### config.mk
export PLATFORM = sky130hd
export DESIGN_NAME = waterfall_scroller
export DESIGN_NICKNAME = d
export VERILOG_FILES = /design/src/rtl/waterfall_pkg.sv /design/src/rtl/row_addr_gen.sv /design/src/rtl/waterfall_scroller.sv
export SDC_FILE = /design/constraint.sdc
export NUM_CORES = 1
export LEC_CHECK = 0
export ABC_AREA = 1
export BUFFER_PORTS_ARGS = -buffer_cell sky130_fd_sc_hd__buf_2
export CAP_MARGIN = 0
export CORE_UTILIZATION = 45
export CTS_CLUSTER_DIAMETER = 40
export DETAILED_ROUTE_END_ITERATION = 8
export PLACE_DENSITY_LB_ADDON = 0.15
export REMOVE_ABC_BUFFERS = 1
export SETUP_SLACK_MARGIN = 0.2
export SLEW_MARGIN = 15
export SYNTH_ARGS = -nofsm -noshare
export SYNTH_HDL_FRONTEND = slang
export SYNTH_SLANG_ARGS = --single-unit
### constraint.sdc
create_clock -name clk -period 6.23 [get_ports clk]
set_input_delay 1.246 -clock clk [delete_from_list [all_inputs] [get_ports clk]]
set_output_delay 1.246 -clock clk [all_outputs]
set_load 0.01 [all_outputs]
### src/rtl/waterfall_pkg.sv
// Shared definitions for the waterfall scroller: controller states and the
// default visible geometry shared with the video timing block.
package waterfall_pkg;

   localparam int H_VISIBLE_DEF = 320;
   localparam int V_VISIBLE_DEF = 240;

   typedef enum logic [1:0] {
      ST_CLEAR    = 2'd0,
      ST_VIDEO    = 2'd1,
      ST_LINE     = 2'd2,
      ST_WAIT_END = 2'd3
   } state_t;

endpackage

### src/rtl/row_addr_gen.sv
// Combinational frame-buffer address generator: ((row_a + row_b) mod V) * H + col,
// plus the mod-V increment/decrement of a scroll row.
module row_addr_gen
   import waterfall_pkg::*;
#(
   parameter int H_VISIBLE = H_VISIBLE_DEF,
   parameter int V_VISIBLE = V_VISIBLE_DEF,
   parameter int FB_ADDR_W = 17
) (
   input  logic [7:0]           row_a,
   input  logic [7:0]           row_b,
   input  logic [8:0]           col,
   input  logic [7:0]           step_row,
   output logic [FB_ADDR_W-1:0] addr,
   output logic [7:0]           step_inc,
   output logic [7:0]           step_dec
);

   logic [8:0] row_sum;
   logic [7:0] sum_row;
   logic [8:0] step_sum;

   // Both operands are below V, so one conditional subtract is a full modulo.
   always_comb begin
      row_sum = {1'b0, row_a} + {1'b0, row_b};
      sum_row = row_sum[7:0];
      if (row_sum >= 9'(V_VISIBLE)) begin
         sum_row = 8'(row_sum - 9'(V_VISIBLE));
      end
      addr = FB_ADDR_W'(sum_row) * FB_ADDR_W'(H_VISIBLE) + FB_ADDR_W'(col);

      step_sum = {1'b0, step_row} + 9'd1;
      step_inc = step_sum[7:0];
      if (step_sum >= 9'(V_VISIBLE)) begin
         step_inc = 8'd0;
      end
      step_dec = (step_row == 8'd0) ? 8'(V_VISIBLE - 1) : step_row - 8'd1;
   end

endmodule

### src/rtl/waterfall_scroller.sv
// Scrolling waterfall controller: maps video reads through the scroll origin and,
// during lower blanking, copies one line of bins into the frame buffer or clears it.
module waterfall_scroller
   import waterfall_pkg::*;
#(
   parameter int H_VISIBLE  = H_VISIBLE_DEF,
   parameter int V_VISIBLE  = V_VISIBLE_DEF,
   parameter int LINE_BINS  = 320,
   parameter int PIX_W      = 8,
   parameter int BIN_ADDR_W = 9,
   parameter int FB_ADDR_W  = 17,
   parameter int DIV_W      = 4
) (
   input  logic                  clk,
   input  logic                  resetn,
   input  logic [8:0]            x,
   input  logic [7:0]            y,
   input  logic                  lower_blank,
   input  logic [DIV_W-1:0]      scroll_div,
   input  logic                  scroll_dir,
   input  logic                  freeze,
   input  logic                  clear_req,
   output logic [BIN_ADDR_W-1:0] bin_addr,
   output logic                  bin_en,
   input  logic [PIX_W-1:0]      bin_data,
   output logic [FB_ADDR_W-1:0]  fb_addr,
   output logic [PIX_W-1:0]      fb_wdata,
   output logic                  fb_wen,
   output logic [7:0]            top_row,
   output logic                  line_done,
   output logic                  clear_busy
);

   localparam logic [FB_ADDR_W-1:0] LAST_CLR = FB_ADDR_W'(H_VISIBLE * V_VISIBLE - 1);
   localparam logic [FB_ADDR_W-1:0] LINE_END = FB_ADDR_W'(H_VISIBLE);
   localparam logic [FB_ADDR_W-1:0] BINS     = FB_ADDR_W'(LINE_BINS);

   state_t                  state_q, state_d;
   logic [FB_ADDR_W-1:0]    cnt_q, cnt_d;
   logic [DIV_W-1:0]        frame_q, frame_d;
   logic                    pend_q, pend_d;
   logic [7:0]              top_row_q, top_row_d;
   logic [7:0]              row_q, row_d;
   logic                    dir_q, dir_d;
   logic                    lb_q, lb_d;
   logic [FB_ADDR_W-1:0]    fb_addr_q, fb_addr_d;
   logic                    fb_wen_q, fb_wen_d;
   logic                    use_bin_q, use_bin_d;
   logic [BIN_ADDR_W-1:0]   bin_addr_q, bin_addr_d;
   logic                    bin_en_q, bin_en_d;
   logic                    done_q, done_d;
   logic                    line_done_q, line_done_d;
   logic                    clear_busy_q, clear_busy_d;

   logic [7:0]              gen_row_a, gen_row_b, gen_step;
   logic [8:0]              gen_col;
   logic [FB_ADDR_W-1:0]    gen_addr;
   logic [7:0]              gen_inc, gen_dec;

   // One address generator serves both paths; LINE steers it to the latched row.
   always_comb begin
      gen_row_a = y;
      gen_row_b = top_row_q;
      gen_col   = x;
      gen_step  = top_row_q;
      if (state_q == ST_LINE) begin
         gen_row_a = row_q;
         gen_row_b = 8'd0;
         gen_col   = 9'(cnt_q - FB_ADDR_W'(1));
         gen_step  = row_q;
      end
   end

   row_addr_gen #(
      .H_VISIBLE (H_VISIBLE),
      .V_VISIBLE (V_VISIBLE),
      .FB_ADDR_W (FB_ADDR_W)
   ) u_row_addr_gen (
      .row_a    (gen_row_a),
      .row_b    (gen_row_b),
      .col      (gen_col),
      .step_row (gen_step),
      .addr     (gen_addr),
      .step_inc (gen_inc),
      .step_dec (gen_dec)
   );

   always_comb begin
      state_d      = state_q;
      cnt_d        = cnt_q;
      frame_d      = frame_q;
      pend_d       = pend_q | clear_req;
      top_row_d    = top_row_q;
      row_d        = row_q;
      dir_d        = dir_q;
      lb_d         = lower_blank;
      fb_addr_d    = gen_addr;
      fb_wen_d     = 1'b0;
      use_bin_d    = 1'b0;
      bin_addr_d   = '0;
      bin_en_d     = 1'b0;
      done_d       = 1'b0;
      line_done_d  = done_q;
      clear_busy_d = 1'b0;

      unique case (state_q)
         ST_CLEAR: begin
            pend_d       = 1'b1;
            fb_addr_d    = cnt_q;
            fb_wen_d     = 1'b1;
            clear_busy_d = 1'b1;
            if (cnt_q == LAST_CLR) begin
               cnt_d     = '0;
               pend_d    = 1'b0;
               top_row_d = 8'd0;
               state_d   = lower_blank ? ST_WAIT_END : ST_VIDEO;
            end else begin
               cnt_d = cnt_q + FB_ADDR_W'(1);
            end
         end

         ST_VIDEO: begin
            if (lower_blank && !lb_q) begin
               if (pend_q) begin
                  cnt_d   = '0;
                  state_d = ST_CLEAR;
               end else if (freeze) begin
                  state_d = ST_WAIT_END;
               end else if (frame_q == scroll_div) begin
                  frame_d = '0;
                  row_d   = scroll_dir ? gen_dec : top_row_q;
                  dir_d   = scroll_dir;
                  cnt_d   = '0;
                  state_d = ST_LINE;
               end else begin
                  frame_d = frame_q + DIV_W'(1);
                  state_d = ST_WAIT_END;
               end
            end
         end

         // Bin read for index cnt and buffer write for index cnt-1 overlap.
         ST_LINE: begin
            if (cnt_q < BINS) begin
               bin_en_d   = 1'b1;
               bin_addr_d = BIN_ADDR_W'(cnt_q);
            end
            if (cnt_q != '0) begin
               fb_wen_d  = 1'b1;
               use_bin_d = (cnt_q <= BINS);
            end
            if (cnt_q == LINE_END) begin
               cnt_d     = '0;
               done_d    = 1'b1;
               top_row_d = dir_q ? row_q : gen_inc;
               state_d   = lower_blank ? ST_WAIT_END : ST_VIDEO;
            end else begin
               cnt_d = cnt_q + FB_ADDR_W'(1);
            end
         end

         ST_WAIT_END: begin
            if (!lower_blank) begin
               state_d = ST_VIDEO;
            end
         end

         default: state_d = ST_CLEAR;
      endcase
   end

   always_ff @(posedge clk or negedge resetn) begin
      if (!resetn) begin
         state_q      <= ST_CLEAR;
         cnt_q        <= '0;
         frame_q      <= '0;
         pend_q       <= 1'b1;
         top_row_q    <= 8'd0;
         row_q        <= 8'd0;
         dir_q        <= 1'b0;
         lb_q         <= 1'b0;
         fb_addr_q    <= '0;
         fb_wen_q     <= 1'b0;
         use_bin_q    <= 1'b0;
         bin_addr_q   <= '0;
         bin_en_q     <= 1'b0;
         done_q       <= 1'b0;
         line_done_q  <= 1'b0;
         clear_busy_q <= 1'b0;
      end else begin
         state_q      <= state_d;
         cnt_q        <= cnt_d;
         frame_q      <= frame_d;
         pend_q       <= pend_d;
         top_row_q    <= top_row_d;
         row_q        <= row_d;
         dir_q        <= dir_d;
         lb_q         <= lb_d;
         fb_addr_q    <= fb_addr_d;
         fb_wen_q     <= fb_wen_d;
         use_bin_q    <= use_bin_d;
         bin_addr_q   <= bin_addr_d;
         bin_en_q     <= bin_en_d;
         done_q       <= done_d;
         line_done_q  <= line_done_d;
         clear_busy_q <= clear_busy_d;
      end
   end

   // Write data comes straight from the BRAM, which is valid during the write cycle.
   assign fb_wdata   = use_bin_q ? bin_data : '0;
   assign fb_addr    = fb_addr_q;
   assign fb_wen     = fb_wen_q;
   assign bin_addr   = bin_addr_q;
   assign bin_en     = bin_en_q;
   assign top_row    = top_row_q;
   assign line_done  = line_done_q;
   assign clear_busy = clear_busy_q;

endmodule

==> metrics.txt, run 1 <==
# TYPE chip_impl_metric gauge
chip_impl_info{name="timing.setup.critical_path_class",value="reg2reg"} 1
chip_impl_metric{name="skew",unit="ps"} 5.91
chip_impl_metric{name="setup_viol",unit=""} 0
chip_impl_metric{name="hpwlAfterDp",unit="um"} 9820
chip_impl_metric{name="clock_insertion_delay_worst_skew",unit="ps"} 350
chip_impl_metric{name="i_o_pins",unit=""} 81
chip_impl_metric{name="leakagePower",unit="nW"} 3.42
chip_impl_metric{name="vdd.ir_drop.worst",unit="uV"} 267
chip_impl_metric{name="power.density",unit="mW/mm^2"} 377
chip_impl_metric{name="drive_above_1_share",unit=""} 0.186
chip_impl_metric{name="postCtsSetupRepairBufs",unit=""} 0
chip_impl_metric{name="seq_area_frac_synth",unit=""} 0.350
chip_impl_metric{name="htree_num_levels",unit=""} 3
chip_impl_metric{name="cp.arrival",unit="ps"} 5530
chip_impl_metric{name="dr_pass1_iterations",unit=""} 5
chip_impl_metric{name="maxClockFrequency",unit="GHz"} 0.189
chip_impl_metric{name="synthCells",unit=""} 708
chip_impl_metric{name="track_usage",unit=""} 0.213
chip_impl_metric{name="antenna_found_initial",unit=""} 0
chip_impl_metric{name="total_power_draw",unit="mW"} 2.30
chip_impl_metric{name="fin_hold_ws",unit="ps"} 365
chip_impl_metric{name="cp_slowest_stage_delay",unit="ps"} 470
chip_impl_metric{name="floorplan.die.height",unit="um"} 110
chip_impl_metric{name="grt_max_degree",unit=""} 75
chip_impl_info{name="worst_path_max_delay_cell",value="sky130_fd_sc_hd__fa_1"} 1
chip_impl_metric{name="clock_pin_transition_on_the_worst_setup_and_hold_timing_paths",unit="ps"} 60
chip_impl_metric{name="drt_wl_total",unit="um"} 12600
chip_impl_metric{name="core_region_area",unit="sq mm"} 0.0114
chip_impl_metric{name="synth.ff_latch_count",unit=""} 74
chip_impl_info{name="cts.root.buffer_cell",value="sky130_fd_sc_hd__clkbuf_16"} 1
chip_impl_metric{name="timing.final.hold_violations",unit=""} 0
chip_impl_metric{name="cts.path.max_buffers",unit=""} 2
chip_impl_metric{name="drcViolationCount",unit=""} 0
chip_impl_metric{name="clock-sinks",unit=""} 74
chip_impl_metric{name="cap_viol_max_count",unit=""} 0
chip_impl_info{name="clock_tree_from_tritoncts",value="yes"} 1
chip_impl_metric{name="area_delta_synth_final",unit="%"} 15.4
chip_impl_metric{name="numPortBuffers",unit=""} 80
chip_impl_info{name="critical_path.top_delay_family",value="adder cells"} 1
chip_impl_metric{name="via_per_inst",unit=""} 5.12
chip_impl_metric{name="gr-total-overflow",unit=""} 0
chip_impl_metric{name="die_area",unit="sq mm"} 0.0122
chip_impl_metric{name="synth-edff-count",unit=""} 0
chip_impl_metric{name="synthArstFlopShare",unit=""} 1.00
chip_impl_metric{name="min_period_over_period",unit=""} 0.850
chip_impl_metric{name="antenna_violating_nets_post_route",unit=""} 0
chip_impl_info{name="critical_path.most_common_cell",value="sky130_fd_sc_hd__nand3_1"} 1
chip_impl_metric{name="final_stage_net_count",unit=""} 863
chip_impl_metric{name="cts_hold_repair.buffers",unit=""} 0
chip_impl_metric{name="cts-buffers-inserted",unit=""} 9
chip_impl_info{name="ys.flop_type",value="sky130_fd_sc_hd__dfrtp_1"} 1
chip_impl_metric{name="core.rowCount",unit=""} 39
chip_impl_metric{name="num_antenna_cells",unit=""} 0
chip_impl_metric{name="buf_inv_stages_crit_path",unit=""} 4
chip_impl_metric{name="drt_iter0_drc",unit=""} 248
chip_impl_metric{name="yosys.cell_types.count",unit=""} 53
chip_impl_info{name="run_status",value="complete, no violations"} 1
chip_impl_metric{name="worst-path-max-fanout",unit=""} 18
chip_impl_metric{name="syn-mean-instance-area",unit="sq um"} 7.48
chip_impl_metric{name="finalMaxSlewViolations",unit=""} 0
chip_impl_info{name="rsz0062_at_grt",value="false"} 1
chip_impl_metric{name="relSlewSlack",unit=""} 0.365
chip_impl_metric{name="worstHoldPathCells",unit=""} 0
chip_impl_metric{name="timing.critical_path.depth",unit=""} 28
chip_impl_metric{name="start_util",unit=""} 0.464
chip_impl_metric{name="synthesis.area",unit="sq mm"} 0.00529
chip_impl_metric{name="rr_worst_depth",unit=""} 28
chip_impl_metric{name="yosysWarnings",unit=""} 0
chip_impl_metric{name="floorplan.die.width",unit="um"} 110
chip_impl_info{name="worstSetupStartpointType",value="flip-flop"} 1
chip_impl_metric{name="worst_slew_pin_slew",unit="ps"} 953
chip_impl_metric{name="first_global_vias",unit=""} 4660
chip_impl_metric{name="worstPathRequired",unit="ps"} 6460
chip_impl_metric{name="grt_first_pass_wirelength",unit="um"} 21300
chip_impl_info{name="holdCritPathClass",value="reg2reg"} 1
chip_impl_metric{name="final.setup.tns",unit="ps"} 0
chip_impl_metric{name="routed_wirelength_normalized_by_instance_count",unit="um"} 13.4
chip_impl_metric{name="globalplace.congestion",unit=""} 0.893
chip_impl_metric{name="period_minus_slack",unit="ps"} 5290
chip_impl_info{name="kind_of_end_point_of_the_critical_path",value="flip-flop"} 1
chip_impl_metric{name="routed-via-count",unit=""} 4806
## per-layer routing
metal	GRT usage	vias to the layer above	part of all wire
li1	-	2469	-
met1	0.277	2198	0.46
met2	0.354	114	0.48
met3	0.0384	25	0.042
met4	0.0818	0	0.024
met5	0	-	0
## synthesized netlist by cell type (all sizes together) (4+ instances only)
cell type / count / area (sq um)
xor2: 18 / 158
ha: 34 / 425
buf: 4 / 41.3
a22oi: 5 / 37.5
nor2: 76 / 320
clkbuf: 6 / 26.3
nor3: 13 / 85.1
nand3: 56 / 308
nand4: 8 / 50.1
o21ai: 42 / 263
xnor2: 4 / 35.0
nand2: 180 / 721
a21oi: 35 / 198
o211ai: 4 / 30.0
o22ai: 8 / 50.1
dfrtp: 73 / 1830
inv: 110 / 413
## cell usage in the layout (no fill, tap or decap), types with 10 or more instances in the layout
cell type,n
sky130_fd_sc_hd__nand2_1,170
sky130_fd_sc_hd__inv_1,100
sky130_fd_sc_hd__buf_2,80
sky130_fd_sc_hd__dfrtp_1,73
sky130_fd_sc_hd__nor2_1,68
sky130_fd_sc_hd__nand3_1,52
sky130_fd_sc_hd__a21oi_1,33
sky130_fd_sc_hd__ha_1,33
sky130_fd_sc_hd__o21ai_0,32
sky130_fd_sc_hd__xor2_1,18
sky130_fd_sc_hd__inv_2,10
## cell families after synthesis
family / count (synthesis) / synth area share
compound gates: 113 / 0.139
xor+xnor: 22 / 0.0364
fa+ha+maj: 37 / 0.0917
buf+inv: 120 / 0.0908
flops: 74 / 0.350
simple gates: 342 / 0.292
## stage by stage
| stage | utilization | area (sq um) | instances | worst slack [ps] |
|---|---|---|---|---|
| floorplan | - | 5230 | 698 | 647 |
| global placement | 0.510 | 5820 | 923 | 833 |
| detailed placement | 0.510 | 5820 | 923 | 675 |
| CTS | 0.535 | 6110 | 939 | 704 |
| global route | 0.535 | 6110 | 939 | 341 |
| finish | 0.535 | 6110 | 939 | 936 |
## path summary, 6_finish.rpt
kind,startpoint,end,slack (ps)
worst max register to register,state_q[0],fb_addr[15],940
max in group asynchronous,resetn,row_q[3],4480
min in group asynchronous,resetn,bin_addr[1],1120
worst min register to register,done_q,line_done,360
worst min-delay path,done_q,line_done,360
worst max-delay path,state_q[0],fb_addr[15],940
## registers in the layout, summed over array words and instances, names as in the netlist
| name | flops |
|---|---|
| frame_q | 4 |
| use_bin_q | 1 |
| cnt_q | 17 |
| bin_addr | 9 |
| line_done | 1 |
| fb_wen | 1 |
| pend_q | 1 |
| row_q | 8 |
| clear_busy | 1 |
| top_row | 8 |
| fb_addr | 17 |
| state_q | 2 |
| dir_q | 1 |
| lb_q | 1 |
| done_q | 1 |
| bin_en | 1 |
## power by group
| group | internal [mW] | leakage, nW | switching [mW] |
|---|---|---|---|
| combinational | 0.386 | 2.33 | 0.743 |
| clock | 0.276 | 0.131 | 0.228 |
| sequential | 0.602 | 0.957 | 0.0702 |
## cell type report
type | instances | area [sq um]
clock buffer | 9 | 225
sequential | 74 | 1850
inverter | 110 | 413
tap | 143 | 179
timing repair buffer | 82 | 415
fill | 1142 | 5310
clock inverter | 7 | 60.1
multi-input combinational | 514 | 2960
## repair_timing
action | CTS | global route
endpoints found under the hold margin | 0 | 0
setup endpoints to repair | 0 | 2
gates resized for setup | 0 | 1
No activity file was read; power rests on OpenSTA's default activity.
==> inputs of run 2 (changes only) <==
Settings changed: ABC_AREA 1 to 0.
Clock period 6.23 ns to 5.25 ns, I/O delays scaled along.
==> metrics.txt, run 2 <==
# TYPE chip_impl_metric gauge
chip_impl_metric{name="setup_viol",unit=""} 2
chip_impl_metric{name="register_area",unit="sq mm"} 0.00185
chip_impl_metric{name="worst_slew_pin_slew",unit="ps"} 756
chip_impl_info{name="worstSetupStartpointType",value="input pin"} 1
chip_impl_metric{name="maxClockFrequency",unit="GHz"} 0.188
chip_impl_metric{name="grt_max_degree",unit=""} 45
chip_impl_metric{name="worstPathRequired",unit="ps"} 5500
chip_impl_metric{name="via_per_inst",unit=""} 5.67
chip_impl_metric{name="antenna_violating_nets_post_route",unit=""} 0
chip_impl_metric{name="vdd.ir_drop.worst",unit="uV"} 317
chip_impl_metric{name="grtUsageMet1",unit=""} 0.297
chip_impl_info{name="run_status",value="complete, but fails checks"} 1
chip_impl_info{name="ys.flop_type",value="sky130_fd_sc_hd__dfrtp_1"} 1
chip_impl_metric{name="synth-edff-count",unit=""} 0
chip_impl_metric{name="period_minus_slack",unit="ps"} 5320
chip_impl_metric{name="cts-buffers-inserted",unit=""} 9
chip_impl_metric{name="area_delta_synth_final",unit="%"} 31.9
chip_impl_info{name="synth.top_cells.by_area",value="sky130_fd_sc_hd__dfrtp_1, sky130_fd_sc_hd__ha_1, sky130_fd_sc_hd__nand2_1"} 1
chip_impl_metric{name="start_util",unit=""} 0.462
chip_impl_metric{name="globalplace.congestion",unit=""} 0.845
chip_impl_metric{name="final.setup.tns",unit="ps"} -98.0
chip_impl_metric{name="drcViolationCount",unit=""} 0
chip_impl_metric{name="final_core_util",unit=""} 0.609
chip_impl_metric{name="yosysWarnings",unit=""} 0
chip_impl_metric{name="syn-mean-instance-area",unit="sq um"} 8.83
chip_impl_info{name="rsz0062_at_grt",value="true"} 1
chip_impl_metric{name="synthCells",unit=""} 598
chip_impl_metric{name="finalMaxSlewViolations",unit=""} 0
chip_impl_metric{name="yosys.cell_types.count",unit=""} 77
chip_impl_metric{name="total_power_draw",unit="mW"} 2.70
chip_impl_info{name="cts.root.buffer_cell",value="sky130_fd_sc_hd__clkbuf_16"} 1
chip_impl_metric{name="grt_first_pass_wirelength",unit="um"} 23100
chip_impl_metric{name="routed_wirelength_normalized_by_instance_count",unit="um"} 16.3
chip_impl_metric{name="floorplan.die.height",unit="um"} 110
chip_impl_metric{name="timing.final.ws_setup",unit="ps"} -73.1
chip_impl_metric{name="i_o_pins",unit=""} 81
chip_impl_metric{name="drt_iter0_drc",unit=""} 243
chip_impl_metric{name="synth_top_cell_area_share",unit=""} 0.346
chip_impl_info{name="kind_of_end_point_of_the_critical_path",value="flip-flop"} 1
chip_impl_metric{name="first_global_vias",unit=""} 4826
chip_impl_info{name="clock_tree_from_tritoncts",value="yes"} 1
chip_impl_metric{name="clock_pin_transition_on_the_worst_setup_and_hold_timing_paths",unit="ps"} 60
chip_impl_info{name="holdCritPathClass",value="reg2reg"} 1
chip_impl_metric{name="synthesis.area",unit="sq mm"} 0.00528
chip_impl_metric{name="timing.final.hold_violations",unit=""} 0
chip_impl_info{name="violations_in_the_final_reports",value="negative setup slack"} 1
chip_impl_info{name="timing.setup.critical_path_class",value="in2reg"} 1
chip_impl_metric{name="htree_num_levels",unit=""} 3
chip_impl_metric{name="global_route.usage.met3",unit=""} 0.0529
chip_impl_metric{name="cp.arrival",unit="ps"} 5570
chip_impl_metric{name="numPortBuffers",unit=""} 80
chip_impl_metric{name="min_period_over_period",unit=""} 1.01
chip_impl_info{name="yosys-top-cells-count",value="sky130_fd_sc_hd__dfrtp_1, sky130_fd_sc_hd__nand2_1, sky130_fd_sc_hd__o21ai_0, sky130_fd_sc_hd__a21oi_1, sky130_fd_sc_hd__nor2_1"} 1
chip_impl_metric{name="seq_area_frac_synth",unit=""} 0.351
chip_impl_metric{name="gr-total-overflow",unit=""} 0
chip_impl_info{name="mostFrequentLayoutCell",value="sky130_fd_sc_hd__buf_2"} 1
chip_impl_metric{name="hpwlAfterDp",unit="um"} 9970
chip_impl_metric{name="clock_insertion_delay_worst_skew",unit="ps"} 340
chip_impl_metric{name="final_stage_net_count",unit=""} 803
chip_impl_metric{name="power.density",unit="mW/mm^2"} 389
chip_impl_metric{name="floorplan.die.width",unit="um"} 110
chip_impl_metric{name="synth.ff_latch_count",unit=""} 74
chip_impl_metric{name="grt_use_met2",unit=""} 0.449
chip_impl_info{name="busiest_layer",value="met2"} 1
chip_impl_metric{name="cap_viol_max_count",unit=""} 0
chip_impl_metric{name="routed-via-count",unit=""} 4991
chip_impl_metric{name="core_region_area",unit="sq mm"} 0.0114
chip_impl_metric{name="drive_above_1_share",unit=""} 0.325
chip_impl_metric{name="skew",unit="ps"} 9.84
chip_impl_metric{name="track_usage",unit=""} 0.249
chip_impl_info{name="yosys.area.top_type",value="sky130_fd_sc_hd__dfrtp_1"} 1
chip_impl_metric{name="antenna_found_initial",unit=""} 1
chip_impl_metric{name="worst-path-max-fanout",unit=""} 4
chip_impl_metric{name="core.rowCount",unit=""} 39
chip_impl_metric{name="drt_wl_total",unit="um"} 14300
chip_impl_metric{name="relSlewSlack",unit=""} 0.496
chip_impl_metric{name="cts.path.max_buffers",unit=""} 2
chip_impl_info{name="most-common-layout-cells",value="sky130_fd_sc_hd__buf_2, sky130_fd_sc_hd__dfrtp_1, sky130_fd_sc_hd__nand2_1"} 1
chip_impl_metric{name="multi_input_comb_area",unit="sq mm"} 0.00358
chip_impl_metric{name="dr_pass1_iterations",unit=""} 5
chip_impl_metric{name="synthArstFlopShare",unit=""} 1.00
chip_impl_metric{name="fill_cells",unit=""} 991
chip_impl_metric{name="die_area",unit="sq mm"} 0.0122
chip_impl_metric{name="leakagePower",unit="nW"} 3.19
chip_impl_metric{name="clock-sinks",unit=""} 74
-- run 2: cell types whose count changed after synthesis, sizes merged, moves of 8 or more --
cell	previous run	this run
nand3	56	24
nor2	76	36
and2	3	20
o21ai	42	57
inv	110	26
clkbuf	6	14
nor2b	0	11
xnor2	4	17
mux2	0	13
nand2	180	73
o22a	0	8
-- run 2: cell families (layout without fill, tap and decap cells) --
group,Yosys count,in the layout,synth area share
fa+ha+maj,37,37,0.0920
simple gates,226,226,0.220
flops,74,74,0.351
buf+inv,49,187,0.0458
compound gates,155,155,0.188
mux,20,20,0.0417
other cells,0,1,0
xor+xnor,37,37,0.0614
-- run 2: final cells by class --
cell class                 count  area share
tap                          143      0.0257
antenna                        1    0.000360
inverter                      26      0.0140
clock buffer                  10      0.0329
clock inverter                 6      0.0129
multi-input combinational    475       0.515
sequential                    74       0.266
timing repair buffer         145       0.133
-- run 2: what timing repair did --
action                                  CTS  global route
resized for setup                        40            32
setup buffers                             8             3
hold buffers                              0             0
pin swaps                                19            16
endpoints found under the setup margin    7             6
-- run 2: stage by stage --
step | instance area (sq um) | hold slack (ps) | std cells | worst slack, ps
2_1_floorplan | 5130 | 331 | 575 | -1450
3_3_place_gp | 6120 | 340 | 852 | -736
3_5_place_dp | 6120 | 338 | 852 | -864
4_1_cts | 6740 | 351 | 876 | -99.1
5_1_grt | 6960 | 355 | 879 | -333
6_report | 6960 | 349 | 880 | -73.1
-- run 2: worst max-delay path, cell delays in order --
cell and delay, ps:
sky130_fd_sc_hd__buf_2 110, sky130_fd_sc_hd__mux2_4 300, sky130_fd_sc_hd__ha_4 290, sky130_fd_sc_hd__a21oi_4 60, sky130_fd_sc_hd__o2111ai_2 190, sky130_fd_sc_hd__xor2_1 230, sky130_fd_sc_hd__ha_2 220, sky130_fd_sc_hd__or4b_4 460
sky130_fd_sc_hd__nand4bb_4 230, sky130_fd_sc_hd__a21oi_4 190, sky130_fd_sc_hd__nor2_4 60, sky130_fd_sc_hd__mux2_4 320, sky130_fd_sc_hd__ha_4 220, sky130_fd_sc_hd__ha_4 330, sky130_fd_sc_hd__xor2_2 160, sky130_fd_sc_hd__nand2_1 140
sky130_fd_sc_hd__nor4_4 320, sky130_fd_sc_hd__nand4_1 150, sky130_fd_sc_hd__xor2_1 190, sky130_fd_sc_hd__and3_1 190, sky130_fd_sc_hd__o31ai_2 160
-- run 2: per-layer routing --
layer  vias up  share of wire
met3        27          0.056
met2       152           0.51
met5         -              0
li1       2395              -
met1      2417           0.42
met4         0          0.019
-- run 2: worst paths after layout --
| path | end | start | slack [ps] | cells after the start |
|---|---|---|---|---|
| min in group asynchronous | bin_addr[1] | resetn | 780 | 1 |
| hold reg to reg | line_done | done_q | 350 | 0 |
| setup reg to reg | fb_addr[15] | state_q[0] | -70 | 24 |
| setup / recovery | fb_addr[15] | y[1] | -70 | 21 |
| hold / removal | line_done | done_q | 350 | 0 |
| max in group asynchronous | fb_addr[10] | resetn | 3430 | 2 |
-- run 2: power breakdown --
group | switching [mW] | total, mW | internal (mW)
combinational | 0.730 | 1.33 | 0.597
sequential | 0.0538 | 0.717 | 0.663
clock | 0.243 | 0.661 | 0.418
